===== src/rtl/fifo_pkg.sv =====
// Shared types and sizing helpers for the 16-entry FIFO occupancy controller.
package fifo_pkg;

    typedef enum logic [1:0] {
        S_EMPTY = 2'd0,
        S_PART  = 2'd1,
        S_FULL  = 2'd2
    } fifo_state_t;

    localparam int FIFO_DEPTH = 16;

    // Occupancy must represent 0..depth inclusive, hence depth+1 codes.
    function automatic int cnt_width(input int depth);
        return $clog2(depth + 1);
    endfunction

endpackage


===== src/rtl/fifo_ctrl.sv =====
// Occupancy, full/empty state and sticky error flags for the FIFO; qualifies
// raw requests into enables for the write/read address counters.
module fifo_ctrl
    import fifo_pkg::*;
#(
    parameter int DEPTH    = FIFO_DEPTH,
    parameter int CNT_W    = cnt_width(DEPTH),
    parameter int AF_LEVEL = 14,
    parameter int AE_LEVEL = 2
) (
    input  logic             clk,
    input  logic             rst,
    input  logic             wr_req,
    input  logic             rd_req,
    output logic             wr_en,
    output logic             rd_en,
    output logic [CNT_W-1:0] count,
    output logic             full,
    output logic             empty,
    output logic             almost_full,
    output logic             almost_empty,
    output logic             overflow,
    output logic             underflow
);

    localparam logic [CNT_W-1:0] DEPTH_M1 = CNT_W'(DEPTH - 1);
    localparam logic [CNT_W-1:0] ONE      = CNT_W'(1);
    localparam logic [CNT_W-1:0] AF_C     = CNT_W'(AF_LEVEL);
    localparam logic [CNT_W-1:0] AE_C     = CNT_W'(AE_LEVEL);

    fifo_state_t      state_q;
    fifo_state_t      state_d;
    logic [CNT_W-1:0] count_d;

    assign full  = (state_q == S_FULL);
    assign empty = (state_q == S_EMPTY);

    // A write is refused when full even if a read is accepted alongside it,
    // so the write pointer can never lap the read pointer.
    assign wr_en = rst & wr_req & ~full;
    assign rd_en = rst & rd_req & ~empty;

    always_comb begin
        count_d = count;
        case ({wr_en, rd_en})
            2'b10:   count_d = count + ONE;
            2'b01:   count_d = count - ONE;
            default: count_d = count;
        endcase
    end

    always_comb begin
        state_d = state_q;
        case (state_q)
            S_EMPTY: if (wr_en) state_d = S_PART;
            S_PART: begin
                if (count == DEPTH_M1 && wr_en && !rd_en)
                    state_d = S_FULL;
                else if (count == ONE && rd_en && !wr_en)
                    state_d = S_EMPTY;
            end
            S_FULL:  if (rd_en) state_d = S_PART;
            default: state_d = S_EMPTY;
        endcase
    end

    // Almost flags come from the next count so they move together with count.
    always_ff @(posedge clk or negedge rst) begin
        if (!rst) begin
            state_q      <= S_EMPTY;
            count        <= '0;
            almost_full  <= 1'b0;
            almost_empty <= 1'b1;
            overflow     <= 1'b0;
            underflow    <= 1'b0;
        end else begin
            state_q      <= state_d;
            count        <= count_d;
            almost_full  <= (count_d >= AF_C);
            almost_empty <= (count_d <= AE_C);
            overflow     <= overflow | (wr_req & full);
            underflow    <= underflow | (rd_req & empty);
        end
    end

endmodule


===== config.mk =====
export PLATFORM = sky130hd
export DESIGN_NAME = fifo_ctrl
export DESIGN_NICKNAME = d
export VERILOG_FILES = /design/src/rtl/fifo_pkg.sv /design/src/rtl/fifo_ctrl.sv
export SDC_FILE = /design/constraint.sdc
export NUM_CORES = 1
export LEC_CHECK = 0
export ABC_AREA = 0
export CORE_AREA = 5 5 46 48
export DETAILED_ROUTE_END_ITERATION = 12
export DIE_AREA = 0 0 51 53
export PLACE_DENSITY = 0.7
export SLEW_MARGIN = 20
export SYNTH_ARGS = -nofsm -noshare
export SYNTH_HDL_FRONTEND = slang
export SYNTH_SLANG_ARGS = --single-unit

===== constraint.sdc =====
create_clock -name clk -period 2.8 [get_ports clk]
set_input_delay 0.56 -clock clk [delete_from_list [all_inputs] [get_ports clk]]
set_output_delay 0.56 -clock clk [all_outputs]
set_load 0.005 [all_outputs]

After elaboration in Yosys (flattened, before gate mapping)
Index checks and enable logic that the tools add are counted.

Output and inout bits: 13. Bits in registers: 11.

Mux-type cells: 6. Equal/unequal tests: 9. Order comparisons: 2. Reductions and logical operators: 8. $add $sub $neg: 2. Bitwise logic cells: 10.

Operators with widths (number): $pmux W5 S2 (1); $mux W2 (4); $and A1 B1 Y1 (6); $pmux W2 S3 (1); $add A5 B1 Y5 const B (1); $eq A5 B1 Y1 const B (1); $eq A5 B4 Y1 const B (1); $ge A5 B4 Y1 const B (1); $le A5 B2 Y1 const B (1); $sub A5 B1 Y5 const B (1); $eq A2 B1 Y1 const B (2); $eq A2 B2 Y1 const B (2); $logic_and A1 B1 Y1 (4); $ne A2 B2 Y1 const B (2); $ne A3 B3 Y1 const B (1); $reduce_and A3 Y1 (1); $logic_not A1 Y1 (2); $logic_not A2 Y1 (1); $not A1 Y1 (2); $or A1 B1 Y1 (2).

Depth between registers and ports, before layout
Word-level depth: 8. Depth in mapped cells: 8.

Least setup slack after synthesis
Ideal clock, no wire load.

Kind: input to register. From: input rst. To: register almost_empty. Slack: 642 ps. Data arrival time: 2054 ps. Stages on the path: 7. Setup time: 105 ps. Data required time: 2695 ps. Cells stage by stage: nand2_1 or2_2 ha_1 buf_2 o31ai_1 o31ai_1 a2111oi_2.

Cells in the longest elaborated chain, start to end: 5.

RTL lines: start: declaration (RTL line fifo_ctrl.sv:12) `input logic rst,`; $and A1 B1 Y1, on equally long branches (2 in a row) (RTL line fifo_ctrl.sv:41, fifo_ctrl.sv:40); $eq A2 B1 Y1 / $eq A2 B2 Y1 (equally long branches) (RTL line fifo_ctrl.sv:45) `case ({wr_en, rd_en})`; $pmux W5 S2 * (RTL line fifo_ctrl.sv:45); via count_d[2] (RTL line fifo_ctrl.sv:33) `logic [CNT_W-1:0] count_d;`; $le A5 B2 Y1 * (RTL line fifo_ctrl.sv:80) `almost_empty <= (count_d <= AE_C);`; end signal: assignment (RTL line fifo_ctrl.sv:80); end: declaration (RTL line fifo_ctrl.sv:21) `output logic almost_empty,`.

The timed path passes the listed nets; every way through them passes the cells marked *. A chain may end at the register's enable or synchronous reset.

Final worst setup path
From: input rst. To: output rd_en.

Cells in the longest elaborated chain, start to end: 2.

RTL lines: $and A1 B1 Y1 (2 in a row) (RTL line fifo_ctrl.sv:41) `assign rd_en = rst & rd_req & ~empty;`; end: declaration (RTL line fifo_ctrl.sv:16) `output logic rd_en,`.

Every way passes these cells.

==> metrics <==
outcome finished clean; P per Cell Area 818.1 mW/mm^2; Post-CTS Setup Inserts 0; hold path depth 1; Synth Area in Compound Gates 0.2208; port bufs 16; Crit. End Element primary output; Die H 53 um; reg-to-reg slack, setup 0.70 ns; Worst Setup EP rd_en; clk sinks 11; Area Overhead vs Synth 34.98%; vias in the first global route between 500 and 600; largest net degree at the start of global routing 13; Worst R2R Path Depth 6; internal power around 0.0005 W; period utilisation layout 0.9216; max cap viols 0; htree depth 1; YS warnings 0; worst-path maximum fanout 4; Net Sw Frac 0.3604; initial antenna violation count 0; Post-synth EDFFs 0; CTS tree done; Post-Synth Adder-Cell Area 0.1060; final setup fails 0; mux cell area share after synthesis 0.02827; Clk Latency, worst-skew pair about 0.25 ns; clk buf depth 2; critical hold path startpoint underflow$_DFF_PN0_; Slew @ Worst Pin approximately 0.55 ns; Final Hold Viols 0; post-synthesis cell area 708.2 sq um; DR WL/cell roughly 12 um; Rows 15; Critical Path RT around 2.2 ns; number of fill cells in the layout approximately 140; via/cell ratio slightly above 5; relative slew slack 0.6294; routed vias roughly 580; GRT overflow 0; Post-Syn Instances 70; Fin Setup TNS 0 ns; number of diodes 0; register share of total power 0.362; post-synth top area share 0.3534; Min Hold Slack ~0.45 ns; drt first pass iters 3; top cells by area, synth dfrtp_1 (35%), ha_1 (11%), a221oi_4 (3.7%); Setup Crit Path Kind in -> out; Comb power frac 0.512; cell taking the most area after synthesis dfrtp_1; crit-path most repeated cell clkdlybuf4s50_1; detailed placement HPWL approximately 1200 um; DRC 0; share of cells above drive strength 1 0.1895; Max stage delay cell, worst path clkdlybuf4s50_1; NetSw 0.0002818 W; Routed Antenna Nets 0; arrival time at the worst endpoint 2.02 ns; largest family of logic cells by synthesized area compound AO/OA/AOI/OAI gates; GRT Util Overall 0.1224; Starting Density 0.4240; Seq/Total Area, Yosys 0.3905; fin. max-slew vios 0; Ports 17; root buf cell clkbuf_4; Crit Reg-Reg Endpoint almost_empty$_DFF_PN1_; first-pass GRT wire length approximately 2500 um; Yosys cell types 31; commonest cells in the netlist dfrtp_1 (10), inv_1 (7), ha_1 (6), nand2_1 (6); Largest stage delay, worst path 0.50 ns; ys async rst share 1.000; Post-layout nets between 100 and 150; worst clock skew about 0.0015 ns; #FFs+latches synth 11; area of the multi-input gates 400.4 sq um; Max IR drop VDD between 0.4 and 0.5 mV; Worst-path clk slew around 0.060 ns; final wirelength ~1400 um; Synth Area in Simple Gates 0.2102; Sequential cell area 276.5 sq um; Synth Area per Inst a little over 10 sq um; Clk pwr share 0.126; full die area ~0.0027 sq mm; Post-CTS Hold Fix Bufs 0; crit start category primary input; Leak approximately 0.42 nW; count leader, synth dfrtp_1; XOR/XNOR share of the synthesized area 0; TritonCTS buffer count 3; FF-to-FF Start state_q[1]$_DFFE_PN0P_; Syn Nets 80; RSZ-0062 raised after global routing no; crit-path cells clkdlybuf4s50_1, nand2_1, or2_2, inv_1, clkdlybuf4s50_1; die width 51 um; Fmax just under 0.4 GHz; crit path launch rst; Top FF cell, synth dfrtp_1; initial DRC count 12; Period minus WS final between 2 and 3 ns; cts repair resizes 0; RD Place Congestion between 0.7 and 0.8; core area 0.001670 sq mm; type of the worst min-delay path reg -> reg
[critical path: cells and delay by family]
kind,cells,cell delay [ns]
buffers and inverters,3,1.07
and+or+nand+nor,2,0.38
[cells by family (layout without fill, tap and decap cells)]
group / after synthesis / in the layout
adders and majority gates: 6 / 6
DFF: 11 / 11
muxes: 2 / 2
buffers and inverters: 8 / 33
and+or+nand+nor: 27 / 27
AOI/OAI and AO/OA: 16 / 16
[through the flow]
| stage | worst slack, ns | utilization | area (sq um) | total power, W | std cells |
|---|---|---|---|---|---|
| after CTS | 0.2199 | 0.5723 | 955.9 | 0.0007936 | 112 |
| after global placement | 0.1359 | 0.5566 | 929.6 | 0.0006813 | 108 |
| after global routing | 0.1277 | 0.5723 | 955.9 | 0.0008444 | 112 |
| final | 0.2195 | 0.5723 | 955.9 | 0.0007820 | 112 |
| after floorplan | 0.6417 | - | 708.2 | 0.0005058 | 70 |
| after detailed placement | 0.06871 | 0.5566 | 929.6 | 0.0006902 | 108 |
[metal layers]
metal | vias up | track usage | part of all wire
met5 | - | 0 | 0
met4 | 0 | 0.06726 | 0.0043
met3 | 2 | 0.008451 | 0.020
met2 | 6 | 0.1996 | 0.48
met1 | 266 | 0.1608 | 0.49
li1 | 304 | - | -
[power groups by stage]
stage / Sequential [W] / Combinational, W / Clock [W]
3_5_place_dp: 0.000285 / 0.000405 / 0
2_1_floorplan: 0.000276 / 0.000230 / 0
6_report: 0.000283 / 0.000400 / 0.0000986
5_1_grt: 0.000296 / 0.000440 / 0.000108
4_1_cts: 0.000282 / 0.000407 / 0.000105
3_3_place_gp: 0.000282 / 0.000399 / 0
[placed cells by master (no fill, tap or decap)]
cell type / count
nand2_1: 6
nor3b_1: 1
nor2_1: 4
dfstp_2: 1
a21o_1: 2
o31ai_1: 2
a22oi_1: 1
o21ai_0: 2
and3_2: 1
a21boi_2: 1
o32ai_1: 1
mux2i_1: 2
o41ai_1: 1
clkdlybuf4s50_1: 16
a21oi_1: 1
a31o_1: 1
o221ai_1: 1
or2_2: 1
a221oi_4: 1
nor2b_1: 3
o311ai_2: 1
or3b_2: 1
inv_1: 7
dfrtp_1: 10
clkbuf_1: 1
a2111oi_2: 1
or3_4: 1
and3_1: 1
ha_1: 6
nor3_1: 1
buf_4: 6
nand3_1: 3
nand2b_1: 4
clkbuf_4: 3
[worst min path at each step]
stage,to,slack (ns)
finish,underflow$_DFF_PN0_,0.45
global route,overflow$_DFF_PN0_,0.49
CTS,underflow$_DFF_PN0_,0.46
detailed placement,underflow$_DFF_PN0_,0.44
global placement,underflow$_DFF_PN0_,0.44
floorplan,almost_full$_DFF_PN0_,0.26
[flip-flops by register name (all words and copies together) (netlist names)]
register      cells
almost_empty      1
almost_full       1
count             5
overflow          1
state_q           2
underflow         1
[final cells by class]
class / instances / share of cell area
inverter: 7 / 0.02749
timing repair buffer: 22 / 0.2147
multi-input combinational: 51 / 0.4188
sequential: 11 / 0.2893
clock buffer: 4 / 0.02749
tap: 17 / 0.02225
No activity file was read; power rests on OpenSTA's default activity.
==> variant 1 (same settings) <==
The package constant `FIFO_DEPTH` goes from 16 to 32.
--- a/src/rtl/fifo_pkg.sv
+++ b/src/rtl/fifo_pkg.sv
@@ -8,5 +8,5 @@
     } fifo_state_t;
 
-    localparam int FIFO_DEPTH = 16;
+    localparam int FIFO_DEPTH = 32;
 
     // Occupancy must represent 0..depth inclusive, hence depth+1 codes.
Ports: changed (resized count); port bits go from 17 to 18. The function was not compared with the original's and may differ.
==> variant 1 against the original RTL <==
- die area is the same
- register-to-register slack worse by 0.29 ns
- synthesized area rose by 15%
- wire length is 39% higher
- setup slack lost 0.13 ns
- final area up 17%
- non-clock buffer count is 7 higher
- sequential cell count is 1 higher
- largest power group unchanged
- total power up 13%
- global-route usage increased by 3.7 points
- synthesized cell count rose by 27%
- largest cell class unchanged
- via count is 30% higher
- clock power up 34%
- combinational power increased by 8.2%
- highest routed layer is now met3
==> variant 1: results (changes against the original RTL) <==
[worst_setup_path]
worst-path-max-fanout = 2  ; -2
endpoint = wr_en
crit_arrival_ns = 2.15  ; +0.13 ns
rr_endpoint = almost_full
reg2reg_depth = 9  ; +3
startpoint = wr_req

[global_route]
grt_pass1_wl_um = 3260  ; +31%
grt_max_degree = 14  ; +1
first_global_vias = 741  ; +26%
track_usage_pct = 15.9  ; +3.7 points

[finish]
layout-drive-gt1-share_pct = 20.2  ; +1.2 points
top_regs = count x6, state_q x2

[synth]
synthTopCellsByArea = dfrtp_1, ha_1, nand2_1
synthCells = 89  ; +27%
synth_nets = 98  ; +23%
synthMuxAreaShare_pct = 9.23  ; +6.4 points
synthAdderAreaFrac_pct = 7.69  ; -2.9 points
ys_seq_area_share_pct = 37.1  ; -2.0 points
synth_compound_area_share_pct = 13.7  ; -8.4 points

[timing]
fmax_mhz = 369  ; -4.8%
max_slew_margin_pct = 77.2  ; +14 points
holdWs_ns = 0.467  ; +0.0148 ns

[run_status]
status = finished clean

[routing]
wirelength_um = 1930  ; +39%
num_vias = 752  ; +30%
wl_per_cell_um = 14.2  ; +15%

[placed_design]
dpl.cell_count = 132  ; +22%

[clocking]
clkLatencyLatePin_ns = 0.27  ; +0.02 ns

[power]
combPwrFrac_pct = 49.0  ; -2.2 points
cellLeakagePower_nw = 0.510  ; +21%

[worst_hold_path]
min_to = overflow

variant 1: cell count changes after synthesis, sizes merged, moves of 3 or more:
cell,unedited run,this run
nand2,6,14
mux2,0,4
nor2,4,7
nor3,1,4
variant 1: routing by layer:
metal / routed length [um] / track usage (%) / vias up
met5: 0 / 0 / -
met4: 0 / 1.35 / 0
met3: 80 / 5.92 / 0
met2: 982 / 30.5 / 12
met1: 863 / 17.2 / 362
li1: - / - / 378
variant 1: final cells by class:
class	count	area [um2]
Fill cell	143	553
Multi-Input combinational cell	69	479
Sequential cell	12	302
Timing Repair Buffer	29	260
Clock buffer	4	36.3
Tap cell	17	21.3
Inverter	5	18.8
variant 1: what timing repair did:
| action | in CTS | in global routing |
|---|---|---|
| setup endpoints to repair | 0 | 2 |
| endpoints found under the hold margin | 0 | 0 |
| gates resized for setup | 0 | 2 |
variant 1: worst max-delay path: cells and delay by family:
kind                   cells  cell delay [ns]
buffers and inverters      5             1.28
AND/OR/NAND/NOR            2             0.31
==> variant 2 (same settings) <==
Made on the original files. Reset style: synchronous (`rst`), changed in one clocked block.
--- a/src/rtl/fifo_ctrl.sv
+++ b/src/rtl/fifo_ctrl.sv
@@ -66,5 +66,5 @@
 
     // Almost flags come from the next count so they move together with count.
-    always_ff @(posedge clk or negedge rst) begin
+    always_ff @(posedge clk) begin
         if (!rst) begin
             state_q      <= S_EMPTY;
Check against the original RTL: differs if rst is asserted again (counterexample within 4 cycles, from zero or initial values and one cycle with rst low); with rst held inactive, the same outputs for 10 cycles.
==> variant 2 against the original RTL <==
- global-route usage is 2.3 points higher
- non-clock buffer count is 2 lower
- final area is 2.4% lower
- largest cell class unchanged
- setup slack better by 0.094 ns
- first-iteration DRC count is 8.3% lower
- count of clock-buffer cells in the layout stayed put
- sequential cell count stayed put
- core utilization is 1.3 points lower
- hold slack better by 0.020 ns
- wire length is 25% higher
- synthesized area is 0.18% lower
Power is not compared: it rests on default switching activity, and its combinational part moved more than twofold at a synthesized area within 25%.
==> variant 2: results (changes against the original RTL) <==
[run_status]
status = finished clean

[global_route]
grt_pass1_wl_um = 2910  ; +18%
antenna_found_initial = 0  ; unchanged
track_usage_pct = 14.5  ; +2.3 points
grt_max_degree = 10  ; -3
first_global_vias = 665  ; +13%

[synth]
ys_seq_area_share_pct = 31.2  ; -7.9 points
synthMuxAreaShare_pct = 4.25  ; +1.4 points
synthCells = 78  ; +11%
synthTopCellsByArea = dfxtp_1, ha_1, inv_1
synth_nets = 88  ; +10%
synthAdderAreaFrac_pct = 10.6  ; +0.019 points
ys_types = 31  ; unchanged
async_flop_share_pct = 0  ; -100 points
synth_compound_area_share_pct = 26.7  ; +4.6 points
yosysTopAreaCell = dfxtp_1
synthXorXnorAreaFrac_pct = 0  ; unchanged
synth.top_cells.by_count = dfxtp_1, inv_1, ha_1, nor2_1, a21oi_1

[worst_hold_path]
hold_path.startpoint = underflow

[timing]
finClkSkew_ns = 0.00802  ; +0.00650 ns
max_slew_margin_pct = 71.9  ; +9.0 points

[finish]
layout-drive-gt1-share_pct = 12.9  ; -6.1 points
nNetsFinal = 112  ; +5.7%

[routing]
drtIter0Drc = 11  ; -1
ant_nets = 0  ; unchanged
wirelength_um = 1720  ; +25%
vias_per_cell = 5.66  ; +9.7%
drtPass1Iterations = 4  ; +1

[placed_design]
place_area_um2 = 907  ; -2.4%
dp_slack_ns = 0.0479  ; -0.0208 ns
hpwlAfterDp_um = 1350  ; +15%
gp_congestion = 0.827  ; +11%

[worst_setup_path]
crit_arrival_ns = 1.93  ; -0.09 ns
startpoint = rst
crit_path_max_incr_delay_ns = 0.53  ; +0.03 ns
timing.rr.start = state_q[0]

[clocking]
cts-hold-fix-buffers = 0  ; unchanged
cts_resized = 0  ; unchanged
clkLatencyLatePin_ns = 0.28  ; +0.03 ns

==> variant 2: cell type report <==
class,instances,area (um2)
Timing Repair Buffer,20,190
Fill cell,159,737
Multi-Input combinational cell,57,442
Tap cell,17,21.3
Clock buffer,4,26.3
Sequential cell,11,220
Inverter,9,33.8
==> variant 2: tightest hold or removal path, delay by kind of cell, from the launching register on <==
| family | cells | cell delay (ns) |
|---|---|---|
| compound gates | 1 | 0.04 |
| flops | 1 | 0.33 |
| simple gates | 1 | 0.07 |
==> variant 2: logic make-up (layout without fill, tap and decap cells) <==
group | after synthesis | in the layout
fa+ha+maj | 6 | 6
buf+inv | 10 | 33
flops | 11 | 11
simple gates | 28 | 28
mux | 3 | 3
compound gates | 20 | 20
==> variant 2: final timing paths <==
kind | to | slack [ns] | depth (start not counted)
min | underflow | 0.47 | 2
max | wr_en | 0.31 | 4
max reg2reg | almost_empty | 0.71 | 7
min reg2reg | underflow | 0.47 | 2
==> variant 2: metrics by stage <==
| step | total power [mW] | instances |
|---|---|---|
| after floorplan | 0.201 | 78 |
| after global placement | 0.230 | 114 |
| after detailed placement | 0.231 | 114 |
| after CTS | 0.342 | 118 |
| after global routing | 0.354 | 118 |
| final | 0.339 | 118 |
==> variant 2: routing by layer <==
layer | GRT usage (%) | share of wire (%) | up-vias
met5 | 0 | 0 | -
met4 | 7.62 | 1.8 | 0
met3 | 2.82 | 3.5 | 5
met2 | 24.0 | 49 | 11
met1 | 17.7 | 46 | 326
li1 | - | - | 326
==> variant 2: power breakdown <==
part,internal (mW),switching [mW]
Clock,0.0553,0.0554
Combinational,0.0322,0.0287
Sequential,0.161,0.00556
